===== src/rtl/button_event_decoder.sv =====
// Classifies debounced push-button gestures (SINGLE / DOUBLE / LONG) and holds the
// result in a one-entry event register with valid/ack handshake and level irq.
module button_event_decoder #(
  parameter int LONG_CYCLES   = 50_000_000,
  parameter int DCLICK_CYCLES = 12_500_000,
  parameter int CNT_W         = 26
) (
  input  logic       clk,
  input  logic       rst_n,
  input  logic       pb_down,
  input  logic       pb_up,
  input  logic       ev_ack,
  output logic       ev_valid,
  output logic [1:0] ev_code,
  output logic       ev_overrun,
  output logic       irq,
  output logic       busy
);

  typedef enum logic [2:0] {
    S_IDLE,
    S_PRESS1,
    S_WAIT2,
    S_PRESS2,
    S_HOLD
  } state_t;

  localparam logic [1:0] CODE_NONE   = 2'b00;
  localparam logic [1:0] CODE_SINGLE = 2'b01;
  localparam logic [1:0] CODE_DOUBLE = 2'b10;
  localparam logic [1:0] CODE_LONG   = 2'b11;

  localparam logic [CNT_W-1:0] LONG_LAST   = CNT_W'(LONG_CYCLES - 1);
  localparam logic [CNT_W-1:0] DCLICK_LAST = CNT_W'(DCLICK_CYCLES - 1);
  localparam logic [CNT_W-1:0] CNT_MAX     = '1;

  state_t           state_q, state_d;
  logic [CNT_W-1:0] timer_q, timer_d;
  logic             ev_valid_q, ev_valid_d;
  logic [1:0]       ev_code_q, ev_code_d;
  logic             ev_overrun_q, ev_overrun_d;

  logic       down, up;
  logic       emit;
  logic [1:0] emit_code;

  // Simultaneous press and release pulses carry no usable ordering, so both are dropped.
  assign down = pb_down & ~pb_up;
  assign up   = pb_up & ~pb_down;

  always_comb begin
    state_d   = state_q;
    emit      = 1'b0;
    emit_code = CODE_NONE;
    unique case (state_q)
      S_IDLE: begin
        if (down) state_d = S_PRESS1;
      end
      S_PRESS1: begin
        if (up) begin
          state_d = S_WAIT2;
        end else if (timer_q == LONG_LAST) begin
          state_d   = S_HOLD;
          emit      = 1'b1;
          emit_code = CODE_LONG;
        end
      end
      S_WAIT2: begin
        if (down) begin
          state_d = S_PRESS2;
        end else if (timer_q == DCLICK_LAST) begin
          state_d   = S_IDLE;
          emit      = 1'b1;
          emit_code = CODE_SINGLE;
        end
      end
      S_PRESS2: begin
        if (up) begin
          state_d   = S_IDLE;
          emit      = 1'b1;
          emit_code = CODE_DOUBLE;
        end
      end
      S_HOLD: begin
        if (up) state_d = S_IDLE;
      end
      default: state_d = S_IDLE;
    endcase
  end

  // Timer restarts on every state change; it only runs while a timeout is armed.
  always_comb begin
    timer_d = timer_q;
    if (state_d != state_q) begin
      timer_d = '0;
    end else if ((state_q == S_PRESS1 || state_q == S_WAIT2) && timer_q != CNT_MAX) begin
      timer_d = timer_q + 1'b1;
    end
  end

  always_comb begin
    ev_valid_d   = ev_valid_q;
    ev_code_d    = ev_code_q;
    ev_overrun_d = ev_overrun_q;
    if (emit) begin
      if (!ev_valid_q || ev_ack) begin
        ev_valid_d   = 1'b1;
        ev_code_d    = emit_code;
        ev_overrun_d = 1'b0;
      end else begin
        ev_overrun_d = 1'b1;
      end
    end else if (ev_ack && ev_valid_q) begin
      ev_valid_d   = 1'b0;
      ev_code_d    = CODE_NONE;
      ev_overrun_d = 1'b0;
    end
  end

  always_ff @(posedge clk or negedge rst_n) begin
    if (!rst_n) begin
      state_q      <= S_IDLE;
      timer_q      <= '0;
      ev_valid_q   <= 1'b0;
      ev_code_q    <= CODE_NONE;
      ev_overrun_q <= 1'b0;
    end else begin
      state_q      <= state_d;
      timer_q      <= timer_d;
      ev_valid_q   <= ev_valid_d;
      ev_code_q    <= ev_code_d;
      ev_overrun_q <= ev_overrun_d;
    end
  end

  assign ev_valid   = ev_valid_q;
  assign ev_code    = ev_code_q;
  assign ev_overrun = ev_overrun_q;
  assign irq        = ev_valid_q;
  assign busy       = (state_q != S_IDLE);

endmodule


===== config.mk =====
export PLATFORM = sky130hd
export DESIGN_NAME = button_event_decoder
export DESIGN_NICKNAME = d
export VERILOG_FILES = /design/src/rtl/button_event_decoder.sv
export SDC_FILE = /design/constraint.sdc
export NUM_CORES = 1
export LEC_CHECK = 0
export ABC_AREA = 1
export CORE_MARGIN = 1.5
export CORE_UTILIZATION = 55
export DETAILED_ROUTE_END_ITERATION = 16
export GPL_TIMING_DRIVEN = 0
export PLACE_DENSITY = 0.81
export SLEW_MARGIN = 0
export SYNTH_ARGS = -nofsm -noshare
export SYNTH_HDL_FRONTEND = slang
export SYNTH_SLANG_ARGS = --single-unit

===== constraint.sdc =====
create_clock -name clk -period 3.1 [get_ports clk]
set_input_delay 0.62 -clock clk [delete_from_list [all_inputs] [get_ports clk]]
set_output_delay 0.62 -clock clk [all_outputs]
set_load 0.02 [all_outputs]

Word-level counts from Yosys, hierarchy flattened

Index checks and enable logic that the tools add are counted.

Register bits: 33
Bits of input ports: 5
Output and inout bits: 6

$add $sub $neg: 1
Eq/ne operators: 9
Multiplexer cells: 29
Bitwise logic cells: 4
Reduce and logical (&&, ||, !) cells: 11

Operators with widths:

| operator                                                           | number |
|---|---|
| 26-bit two-way mux                                                 | 2 |
| 26-bit by 1-bit adder with 26-bit output (second input constant)   | 1 |
| 26-bit by 24-bit == test with 1-bit output (second input constant) | 1 |
| 26-bit == test (second input constant)                             | 1 |
| 26-bit != test (second input constant)                             | 1 |
| 3-bit two-way mux                                                  | 6 |
| 1-bit two-way mux                                                  | 12 |
| 2-bit two-way mux                                                  | 6 |
| 3-bit case mux with 4 select lines                                 | 1 |
| 3-bit by 2-bit == test with 1-bit output (second input constant)   | 2 |
| 2-bit case mux with 3 select lines                                 | 1 |
| 2-bit nonzero test                                                 | 2 |
| 3-bit by 1-bit == test with 1-bit output (second input constant)   | 1 |
| 3-bit == test (second input constant)                              | 1 |
| 3-bit logical NOT                                                  | 1 |
| 3-bit != test                                                      | 1 |
| 1-bit case mux with 3 select lines                                 | 1 |
| 3-bit nonzero test                                                 | 1 |
| 1-bit AND                                                          | 2 |
| 1-bit logical AND                                                  | 2 |
| 1-bit logical OR                                                   | 2 |
| 2-bit by 1-bit != test with 1-bit output (second input constant)   | 1 |
| 1-bit NOT                                                          | 2 |
| 2-bit AND reduction                                                | 1 |
| 2 further kinds                                                    | 2 |

Longest topological paths before layout

Depth in word-level cells: 6
Mapped depth: 13
Depth with buffers taken out: 13

Least setup slack after synthesis

No wires, ideal clock.

Path type: input to register
From: input pb_up
To: register timer_q[24]
Library setup time: 118 ps
Data arrival time: 1524 ps
Setup slack: 1457 ps
Stages: 10
Path buffers: 1
Path through: inv_1 -> nor2_2 -> nor3_2 -> nor2_1 -> nand3_1 -> nand3_1 -> inv_2 -> nand2_4 -> buf_6 -> nor2_1

Longest elaborated chain between the ends: 6

RTL lines:

| item                                                            | line   | source |
|---|---|---|
| start: declaration                                              | 11     | `input logic pb_up,` |
| 1-bit NOT                                                       | 48     | `assign down = pb_down & ~pb_up;` |
| 1-bit AND                                                       | 48     |  |
| 3-bit two-way mux, on equally long branches                     | 69, 57 |  |
| 3-bit case mux with 4 select lines (*)                          | 55     | `unique case (state_q)` |
| 3-bit != test (*)                                               | 94     | `if (state_d != state_q) begin` |
| 26-bit two-way mux / 2-bit nonzero test (equally long branches) | -      |  |
| end signal: assignment                                          | 129    | `timer_q <= timer_d;` |
| end: declaration                                                | 38     | `logic [CNT_W-1:0] timer_q, timer_d;` |

Mark *: on every way between the ends. The rest lies on a longest branch, timed or not.
A chain may end at the register's enable or synchronous reset.

Final worst setup path

From: register state_q[0]
To: output busy

Longest elaborated chain between the ends: 1

RTL lines:

| item                     | line | source |
|---|---|---|
| start: declaration       | 37   | `state_t state_q, state_d;` |
| start signal: assignment | 128  | `state_q <= state_d;` |
| 3-bit nonzero test       | 140  | `assign busy = (state_q != S_IDLE);` |
| end: declaration         | 17   | `output logic busy` |

Every way passes these cells.

==> impl_metrics.py <==
metrics = {
    "global_routing": {
        "grt_start_max_net_pins": 34,
        "grt-ovfl-total": 0,
        "grt_use_total": 0.239,
        "first_global_vias": 1911,
        "grt_antenna_before_repair": 0,
        "grt_pass1_wl_microns": 8110,
    },
    "sta": {
        "worst_slew_pin_slew_ns": 0.746,
        "holdWs_ns": 0.393,
        "timing.fmax_mhz": 461,
        "hold_violations": 0,
        "finalSetupTns_ns": 0,
        "slew_headroom": 0.503,
        "timing.final.crit_share": 0.700,
        "setup_viol": 0,
        "final.min_clock_period_ns": 2.17,
        "finClkSkew_ns": 0.00506,
        "rsz0062_at_grt": "no",
        "slew_viol_final": 0,
    },
    "critical_path": {
        "reg2reg_to": "timer_q[4]",
        "critical_path_class": "flop to primary output",
        "critPathCaptureType": "primary output",
        "path_max_fanout": 7,
        "crit_start": "state_q[0]",
        "r2r-start": "timer_q[0]",
        "startpoint_type": "flop",
        "reg2reg_slack_ns": 1.24,
        "cp.arrival_ns": 1.55,
        "rr_worst_depth": 13,
        "crit_required_ns": 2.48,
    },
    "clock_network": {
        "h-tree-depth": 2,
        "clk_pin_slew_ns": 0.07,
        "cts_made_buffers": 5,
        "holdBufCountCts": 0,
        "cts_root_buf": "clkbuf_8",
        "numClockSinks": 33,
        "cts_tree": "yes",
        "cts_buffer_depth": 2,
        "post-cts-setup-buffers": 0,
        "clkLatencyLatePin_ns": 0.29,
        "postCtsResizedCells": 0,
    },
    "synth": {
        "yosysWarnings": 0,
        "synth-seq-cells": 33,
        "syn_avg_cell_area_sq_um": 6.89,
        "synthArstFlopShare": 1.00,
        "synthMostInstantiatedCell": "nand2_1",
        "synth.top_cell.area_share": 0.358,
        "synth.distinct_cells": 31,
        "synth-seq-area-share": 0.358,
        "yosys.area.top_type": "dfrtp_1",
        "synth_edf_count": 0,
        "yosys_most_used_dff": "dfrtp_1",
        "synth_common_cells": "97 x nand2_1, 59 x nor2_1, 44 x inv_1",
        "syn-num-nets": 341,
        "netlist_instances": 335,
        "syn_area_sq_um": 2310,
        "synthTopCellsByArea": "dfrtp_1 36%, nand2_1 16%, nor2_1 9.6%",
    },
    "cells_and_area": {
        "filler_cell_count": 399,
        "n_antenna_cell": 0,
        "seq_area_sq_um": 826,
        "area_growth_syn_to_layout_pct": 10.3,
        "nNetsFinal": 358,
        "drive_above_1_share": 0.127,
        "multiInputGateArea_sq_um": 1240,
    },
    "pwr": {
        "p_leak_nw": 1.26,
        "combPwrFrac": 0.400,
        "switching_share": 0.403,
        "powerDensity_nw_per_um2": 539,
        "clockPowerShare": 0.230,
        "seqPwrFrac": 0.371,
        "p_int_uw": 820,
        "ir_worst_vdd_uv": 336,
        "switchingPower_uw": 553,
        "p_total_mw": 1.37,
    },
    "route": {
        "via_per_inst": 5.10,
        "route.detailed.drc": 0,
        "ant_nets": 0,
        "drt_first_iter_violations": 125,
        "wl_per_cell_microns": 12.0,
        "drt_wl_total_microns": 4820,
        "vias": 2056,
        "drt_pre_antenna_iters": 4,
    },
    "floorplanning": {
        "core_area_sq_um": 4030,
        "fp.dieH_microns": 67.8,
        "rows": 23,
        "start_util": 0.573,
        "io_pins": 11,
        "die-area_sq_um": 4590,
        "die_x_microns": 67.8,
    },
    "placement": {
        "routabilityCongestion": 0.947,
        "port_buffers": 10,
        "post-dp-hpwl_microns": 3750,
    },
    "flow_run": {
        "max_cap_viol_count": 0,
    },
    "status": {
        "status": "finished, final reports clean",
    },
    "hold_path": {
        "hold_class": "primary input to async pin",
    },
}
[routing by layer]
metal  GRT usage  up-vias  share of wire
met5           0        -              0
met4       0.103        0          0.021
met3      0.0550        8          0.045
met2       0.397       31           0.48
met1       0.298      949           0.46
li1            -     1068              -
[power by group through the flow]
stage	clock network, mW	logic (mW)	registers, mW
after floorplan	0	0.383	0.527
after global placement	0	0.549	0.515
after detailed placement	0	0.554	0.518
after CTS	0.324	0.556	0.509
after global routing	0.341	0.606	0.514
final	0.315	0.549	0.509
[cells in the final DEF, fill, tap and decap left out]
cell type	count
o21ai_1	1
a21oi_1	1
dfrtp_1	33
nand3b_1	4
nor2_4	2
nor3b_2	1
o31ai_1	2
nor3_1	7
clkdlybuf4s50_1	9
inv_4	1
clkbuf_8	5
clkbuf_1	3
xnor2_1	3
nor2_1	59
buf_6	2
inv_1	44
nor3_2	2
nand3_1	24
nand2_1	97
nor2_8	1
xor2_1	7
nand3_2	2
buf_2	1
nand2_4	5
nor2_2	6
nand2_8	1
o41ai_1	1
nand2_2	2
inv_2	9
buf_4	2
o21ai_0	5
ha_1	1
nor3_4	2
nand4_2	1
nand4_1	7
[critical path, stage by stage, from the launching register on]
cell and delay [ns]:
dfrtp_1 0.49, inv_2 0.09, nand3_1 0.09, clkdlybuf4s50_1 0.59
[cell type report]
class	instances	area share
Inverter	54	0.0806
Clock buffer	8	0.0314
Sequential cell	33	0.324
Timing Repair Buffer	10	0.0373
Buffer	4	0.0147
Tap cell	50	0.0246
Multi-Input combinational cell	244	0.487
[worst max path at each step]
stage                       end  slack (ns)  depth (start not counted)
CTS                        busy        0.92                          3
detailed placement   timer_q[4]        0.79                         11
finish                     busy        0.93                          3
global route               busy        0.86                          3
global placement    timer_q[22]        0.69                          1
floorplan           timer_q[24]        1.46                         10
[cells by family (layout without fill, tap and decap cells)]
group / after synthesis / count (layout) / synth area share
flops: 33 / 33 / 0.358
compound gates: 10 / 10 / 0.0255
fa+ha+maj: 1 / 1 / 0.00542
simple gates: 223 / 223 / 0.468
xor+xnor: 10 / 10 / 0.0379
buf+inv: 58 / 76 / 0.105
[stage by stage]
step                cells  area [sq um]  worst slack (ns)   util
floorplan             335          2310              1.46      -
global placement      395          2470             0.694  0.613
detailed placement    395          2470             0.788  0.612
CTS                   403          2550             0.922  0.632
global route          403          2550             0.863  0.632
finish                403          2550             0.930  0.632
[state kept, by name, indices dropped and copies added (netlist names)]
register / count
ev_code: 2
ev_overrun: 1
state_q: 3
ev_valid: 1
timer_q: 26
Note: power is estimated with default switching activity, not from simulation.
